`src/rtl/pipe_pkg.sv`:
```
// pipe_pkg: shared definitions for the elastic pipeline stages of the MIPS datapath.
//   state_t  : occupancy encoding of an elastic stage (2'd3 is illegal).
//   W_*      : standard stage-boundary field widths.
package pipe_pkg;

   typedef enum logic [1:0] {
      EMPTY = 2'd0,   // no entries held
      BUSY  = 2'd1,   // main register holds one entry
      FULL  = 2'd2    // main and skid registers hold two entries
   } state_t;

   localparam int W_WORD  = 32;
   localparam int W_OP    = 6;
   localparam int W_REG   = 5;
   localparam int W_IMM15 = 15;
   localparam int W_JADDR = 26;
   localparam int W_CTRL  = 2;

endpackage

```
`src/rtl/pipe_stall_counter.sv`:
```
// pipe_stall_counter: 16-bit saturating event counter.
// Ports:
//   clk   : rising-edge clock
//   rst   : asynchronous, active-high reset (the only way to clear the count)
//   inc   : count one event this cycle
//   count : current count, sticks at 16'hFFFF
module pipe_stall_counter (
   input  logic        clk,
   input  logic        rst,
   input  logic        inc,
   output logic [15:0] count
);

   always_ff @(posedge clk or posedge rst) begin
      if (rst) begin
         count <= 16'd0;
      end else if (inc && (count != 16'hFFFF)) begin
         count <= count + 16'd1;
      end
   end

endmodule

```
`src/rtl/pipe_stage_hs.sv`:
```
// pipe_stage_hs: elastic pipeline stage with a valid/ready handshake.
// A main register drives the output; a skid register absorbs the one extra
// word that can arrive in the cycle downstream stalls, so in_ready depends
// only on the state register and throughput stays at one word per cycle.
// Ports:
//   clk, rst            : rising-edge clock, asynchronous active-high reset
//   flush               : synchronous squash of all held entries
//   in_valid/in_ready   : upstream handshake (in_ready registered)
//   in_data             : upstream payload, WIDTH bits
//   out_valid/out_ready : downstream handshake (out_valid registered)
//   out_data            : head-of-stage payload, from the main register
//   stall_cnt           : saturating count of cycles with out_valid && !out_ready;
//                         present only when PIPE_STALL_CNT_EN is defined
module pipe_stage_hs
   import pipe_pkg::*;
#(
   parameter int WIDTH = W_WORD
) (
   input  logic             clk,
   input  logic             rst,
   input  logic             flush,
   input  logic             in_valid,
   output logic             in_ready,
   input  logic [WIDTH-1:0] in_data,
   output logic             out_valid,
   input  logic             out_ready,
`ifdef PIPE_STALL_CNT_EN
   output logic [15:0]      stall_cnt,
`endif
   output logic [WIDTH-1:0] out_data
);

   state_t           state, state_nxt;
   logic [WIDTH-1:0] main_q, skid_q;
   logic             main_from_in, main_from_skid, skid_from_in;

   // NOTE: every variable written here gets a default first, so no path
   // through the case leaves it unassigned and no latch is inferred.
   always_comb begin
      state_nxt      = state;
      main_from_in   = 1'b0;
      main_from_skid = 1'b0;
      skid_from_in   = 1'b0;
      if (flush) begin
         // Data registers keep stale contents; out_valid=0 hides them.
         state_nxt = EMPTY;
      end else begin
         case (state)
            EMPTY: begin
               if (in_valid) begin
                  main_from_in = 1'b1;
                  state_nxt    = BUSY;
               end
            end
            BUSY: begin
               case ({in_valid, out_ready})
                  2'b11: main_from_in = 1'b1;     // pass-through
                  2'b10: begin                    // downstream stalls: park in skid
                     skid_from_in = 1'b1;
                     state_nxt    = FULL;
                  end
                  2'b01: state_nxt = EMPTY;
                  default: ;
               endcase
            end
            FULL: begin
               // in_ready is low here, so in_valid cannot carry a transfer.
               if (out_ready) begin
                  main_from_skid = 1'b1;
                  state_nxt      = BUSY;
               end
            end
            default: state_nxt = EMPTY;           // illegal encoding recovers
         endcase
      end
   end

   // NOTE: sequential state uses non-blocking assignments so every register
   // samples pre-edge values regardless of statement order.
   always_ff @(posedge clk or posedge rst) begin
      if (rst) begin
         state  <= EMPTY;
         main_q <= '0;
         skid_q <= '0;
      end else begin
         state <= state_nxt;
         if (main_from_in) begin
            main_q <= in_data;
         end else if (main_from_skid) begin
            main_q <= skid_q;
         end
         if (skid_from_in) begin
            skid_q <= in_data;
         end
      end
   end

   // Both handshake outputs decode only the state register, so there is no
   // combinational path from out_ready or in_valid. The illegal encoding
   // reports not-ready so nothing is accepted while it recovers.
   assign out_valid = (state == BUSY) || (state == FULL);
   assign in_ready  = (state == EMPTY) || (state == BUSY);
   assign out_data  = main_q;

`ifdef PIPE_STALL_CNT_EN
   logic stall_inc;
   assign stall_inc = out_valid && !out_ready;

   pipe_stall_counter u_stall_counter (
      .clk   (clk),
      .rst   (rst),
      .inc   (stall_inc),
      .count (stall_cnt)
   );
`endif

endmodule

```
`config.mk`:
```
export PLATFORM = sky130hd
export DESIGN_NAME = pipe_stage_hs
export DESIGN_NICKNAME = d
export VERILOG_FILES = /design/src/rtl/pipe_pkg.sv /design/src/rtl/pipe_stall_counter.sv /design/src/rtl/pipe_stage_hs.sv
export SDC_FILE = /design/constraint.sdc
export NUM_CORES = 1
export LEC_CHECK = 0
export BUFFER_PORTS_ARGS = -buffer_cell sky130_fd_sc_hd__buf_2
export CELL_PAD_IN_SITES_DETAIL_PLACEMENT = 1
export CELL_PAD_IN_SITES_GLOBAL_PLACEMENT = 2
export CORE_MARGIN = 2
export CORE_UTILIZATION = 33
export DETAILED_ROUTE_END_ITERATION = 8
export HOLD_SLACK_MARGIN = 0.06
export PLACE_DENSITY = 0.84
export SLEW_MARGIN = 15
export SYNTH_ARGS = -nofsm -noshare
export SYNTH_HDL_FRONTEND = slang
export SYNTH_SLANG_ARGS = --single-unit
```
`constraint.sdc`:
```
create_clock -name clk -period 2 [get_ports clk]
set_input_delay 0.4 -clock clk [delete_from_list [all_inputs] [get_ports clk]]
set_output_delay 0.4 -clock clk [all_outputs]
set_load 0.01 [all_outputs]
```
==> results of run 1 <==
## worst paths after layout
path | cells after the start | endpoint | slack (ns)
max in group asynchronous | 3 | skid_q[26] | 1.54
worst max register to register | 7 | out_data[8] | 0.18
worst min register to register | 1 | skid_q[3] | 0.49
worst min-delay path | 3 | out_data[13] | 0.13
min in group clk | 3 | out_data[13] | 0.27
worst max-delay path | 4 | in_ready | 0.14
## worst register-to-register path, cell delays in order, from the launching register on
cell and delay, ns:
dfrtp_1 0.41, inv_1 0.15, ha_1 0.22, a21oi_1 0.08, and4bb_4 0.35, buf_4 0.34, nand2_1 0.14, o21ai_2 0.07
## through the flow
step / cells / hold WS, ns / area [um^2]
floorplan: 234 / 0.4574 / 3191
global placement: 425 / 0.4664 / 3670
detailed placement: 425 / 0.4747 / 3670
CTS: 441 / 0.1457 / 3889
global route: 441 / 0.1369 / 3889
finish: 441 / 0.1342 / 3889
## power by group through the flow
stage	clock network, mW	logic, mW	registers (mW)
after floorplan	0	1.23	2.47
after global placement	0	1.90	2.36
after detailed placement	0	1.97	2.40
after CTS	1.29	1.98	2.38
after global routing	1.35	2.15	2.46
final	1.25	1.94	2.36
## registers in the layout, indices dropped and copies added, names as in the netlist
register / flops
out_data: 32
skid_q: 32
state: 2
## cells in the final DEF, fill, tap and decap left out
cell	n
nand3b_1	1
clkinvlp_4	2
clkinv_2	2
mux2_4	30
nand2_1	32
buf_12	5
buf_2	70
buf_4	2
dfrtp_1	66
mux2_1	2
a21oi_1	2
clkbuf_8	10
a31o_1	1
inv_1	2
and4bb_4	1
or2_1	1
o21bai_1	1
bufinv_16	2
o21ai_1	4
a311oi_1	1
ha_1	6
a31oi_1	1
mux2i_1	32
a211oi_1	1
clkbuf_1	1
nor2_1	1
nor2b_1	3
and4bb_2	1
o21ai_2	28
nor4b_1	1
## routing by layer
layer  share of wire  global-route usage  vias to the layer above
li1                -                   -                      966
met1            0.47              0.1863                     1042
met2            0.46              0.2237                       57
met3           0.050             0.04446                       10
met4           0.018             0.05949                        0
met5               0                   0                        -
## logic make-up after synthesis
logic type	after synthesis	synth area share
flip-flops	66	0.5183
AO/OA/AOI/OAI	39	0.09855
adder cells (fa/ha/maj)	6	0.02356
AND/OR/NAND/NOR	41	0.05968
multiplexers	64	0.2489
buffers and inverters	18	0.05104
## area by class of cell
class,count,area [um^2]
multi-input cells,150,1376
flip-flops and latches,66,1652
fillers,1031,5395
inverters,3,15.01
repair buffers,77,465.4
clock inverters,5,77.57
clock buffers,11,141.4
well taps,129,161.4
## synth_stat cells
cell,number
a211oi_1,1
a21oi_1,2
a311oi_1,1
a31o_1,1
a31oi_1,1
and4bb_1,2
buf_2,1
buf_6,11
clkbuf_4,3
dfrtp_1,66
ha_1,6
inv_1,3
mux2_1,2
mux2_4,30
mux2i_1,32
nand2_1,32
nand3b_1,1
nor2_1,1
nor2b_1,3
nor4b_1,1
o21ai_1,4
o21ai_2,28
o21bai_1,1
or2_1,1
==> metrics, run 1 <==
outcome finished, final reports clean; CTS tree built; top cell type's share of synthesized area 0.5183; final core occ 0.4189; # DRC 0; WP data arrival 1.46 ns; Via Count 2075; H-tree depth 3; post-CTS sizing 0; Gate Count Post-Synth 234; Chip Height 102.3 um; #FFs+latches synth 66; slew of the pin with the lowest slew margin 0.3949 ns; starting DRC count in detailed routing 79; # IOs 71; largest net degree at the start of global routing 67; Fin Setup TNS 0 ns; combinational share of power 0.349; average size of a mapped cell 13.62 um^2; Final min period 1.857 ns; Switching Fraction 0.3184; nature of the critical path endpoint primary output; NetSw 1.768 mW; fin nets 350; Die Area 10460 um^2; WS Path Type reg -> out; CORE AREA 9284 um^2; worst path required time 1.60 ns; synth unique cells 24; crit path launch type flop; post-CTS setup buffers 0; routed length per instance 15.40 um; Antenna Nets Post-Route 0; top post-synthesis cells by area dfrtp_1 (52%), mux2_4 (14%), mux2i_1 (10%); CP max stage delay 0.42 ns; critical path's slowest cell dfrtp_1; Num CTS Buffers 9; P_int 3.785 mW; CP bufs+invs 2; power share of the clock group 0.225; final period utilization 0.9285; row count 35; Slew headroom 0.7355; Reg power frac 0.426; Port Buf Inserts 70; die width 102.3 um; Worst Clk Skew 0.01402 ns; Clock Latency Late Sink 0.34 ns; vias per cell 4.705; top fanout value on the critical path 5; root buffer cell clkbuf_8; worst setup path startpoint state[0]; Starting Density 0.3433; antenna violations before repair 0; vias in the first global route 2214; global route overflow 0; antenna cells 0; Slew Viols, Final 0; drt total wl 6793 um; DR pass1 iterations 4; final setup violation count 0; PwrDens 1428 nW/um^2; first-pass GRT wire length 11390 um; RSZ-0062 raised after global routing false; layout cells sized above 1 0.4904; sequential-to-total area share from yosys stat 0.5183; P&R area growth vs syn 22.03%; Setup WS pre-CTS 0.1985 ns; Max Clock Freq 0.5385 GHz; CTS Hold Bufs 0; Max Cap Violations 0; P_leak 2.001 nW; final hold vios 0; Total Power 5.553 mW; hold crit path type in -> async; RD Place Congestion 0.6823; crit-path cells inv_1 > ha_1 > or2_1 > buf_2; hpwl dp 4648 um; delay-heaviest family, CP flip-flops; CTS clk-pin slew, worst paths 0.08 ns; slack of the critical path 0.1430 ns; synthesized area 3187 um^2; synth warn 0; Num Clock Sinks 66; largest area contributor in the netlist dfrtp_1; reg2reg start state[1]; total track usage 0.1436; clock buffer depth 2; Syn Nets 277; maximum VDD drop 0.0004544 V
(Power assumes the default switching activity.)
==> inputs of run 2 (changes only) <==
Settings changed: CORE_UTILIZATION 33 to 39, PLACE_DENSITY 0.84 to 0.92.
Clock period 2 ns to 2.2 ns, I/O delays scaled along.
==> metrics, run 2 (synthesized netlist as in run 1, its figures left out) <==
Via Count 2057; Starting Density 0.4082; outcome finished, final reports clean; post-CTS sizing 0; crit path launch type flop; post-CTS setup buffers 0; Reg area 1652 um^2; final instance area 3860 um^2; CTS Hold Bufs 0; Clock Latency Late Sink 0.33 ns; worst hold margin 0.1586 ns; Slew headroom 0.7565; die width 94.40 um; final setup violation count 0; final hold vios 0; row count 32; CP bufs+invs 2; RD Place Congestion 0.6995; delay-heaviest family, CP flip-flops; maximum VDD drop 0.0004148 V; total track usage 0.1662; hpwl dp 4690 um; Fillers 846; Final min period 1.941 ns; largest net degree at the start of global routing 67; footprint of the multi-input gates 1376 um^2; Top Metal Used met4; critical path's slowest cell dfrtp_1; Slew Viols, Final 0; final period utilization 0.8824; vias in the first global route 2241; Area after DPL 3625 um^2; H-tree depth 3; Num Clock Sinks 66; top fanout value on the critical path 5; Fin Setup TNS 0 ns; crit-path cells inv_1 > ha_1 > or2_1 > buf_2; drt total wl 6738 um; routed length per instance 16.28 um; DR pass1 iterations 4; commonest non-fill, non-tap cell in the layout buf_2; commonest cells after routing, fill and taps aside buf_2 (70), dfrtp_1 (66), mux2i_1 (32), nand2_1 (32), mux2_4 (30); WP data arrival 1.50 ns; DR WL met3 307 um; final core occ 0.4944; first-pass GRT wire length 11200 um; PwrDens 1332 nW/um^2; fin nets 349; WS Path Type reg -> out; global route overflow 0; hold crit path type in -> async; clock buffer depth 2; antenna violations before repair 1; RSZ-0062 raised after global routing false; Chip Height 94.40 um; slew of the pin with the lowest slew margin 0.3652 ns; layout cells sized above 1 0.4887; vias per cell 4.969; Num CTS Buffers 9; # DRC 0; root buffer cell clkbuf_8; P_leak 2.012 nW; Max Clock Freq 0.5151 GHz; Total Power 5.143 mW; met2 routed WL 3293 um; CP max stage delay 0.44 ns; Worst Clk Skew 0.007677 ns; # IOs 71; Port Buf Inserts 70; CORE AREA 7807 um^2; starting DRC count in detailed routing 67; Max Cap Violations 0; nature of the critical path endpoint primary output; Antenna Nets Post-Route 0; worst path required time 1.76 ns; Post-Route M1 WL 3037 um; CTS tree built; CTS clk-pin slew, worst paths 0.07 ns; P&R area growth vs syn 21.12%; Die Area 8910 um^2
-- run 2: cell types whose count changed in the layout (fill, tap and decap cells not counted) --
cell,before,now
clkinvlp_4,2,0
bufinv_16,2,3
clkinv_2,2,3
inv_2,0,1
buf_4,2,1
diode_2,0,1
clkbuf_8,10,9
-- run 2: worst paths after layout --
path                              from      endpoint  slack (ns)  cells past startpoint
max in group asynchronous          rst  out_data[28]        1.73                      3
max reg2reg                   state[1]  out_data[25]        0.36                      7
max                           state[0]      in_ready        0.26                      4
min                                rst  out_data[27]        0.16                      3
min in group clk           in_data[11]  out_data[11]        0.32                      3
min reg2reg                  skid_q[3]     skid_q[3]        0.50                      1
-- run 2: layout make-up --
class / count / share of cell area
Multi-Input combinational cell: 150 / 0.3566
Clock buffer: 10 / 0.03306
Timing Repair Buffer: 76 / 0.1186
Clock inverter: 6 / 0.02723
Tap cell: 102 / 0.03306
Sequential cell: 66 / 0.4279
Inverter: 3 / 0.002917
Antenna cell: 1 / 0.0006483
-- run 2: tightest hold or removal path: stages --
cell	delay (ns)
buf_2	0.10
inv_2	0.06
buf_12	0.30
-- run 2: power by group --
group | internal [mW] | switching, mW | total (mW)
Sequential | 1.82 | 0.361 | 2.18
Combinational | 0.965 | 0.794 | 1.76
Clock | 0.748 | 0.460 | 1.21
-- run 2: metal layers --
layer,vias to the layer above,global-route usage
met4,0,0.06522
met5,-,0
met2,50,0.2619
li1,965,-
met3,10,0.03831
met1,1032,0.2234
-- run 2: metrics by stage --
| step | setup slack, ns | instances |
|---|---|---|
| final | 0.2587 | 414 |
| after global routing | 0.1739 | 413 |
| after CTS | 0.2379 | 413 |
| after detailed placement | 0.3757 | 397 |
| after global placement | 0.4230 | 397 |
| after floorplan | 0.1052 | 234 |
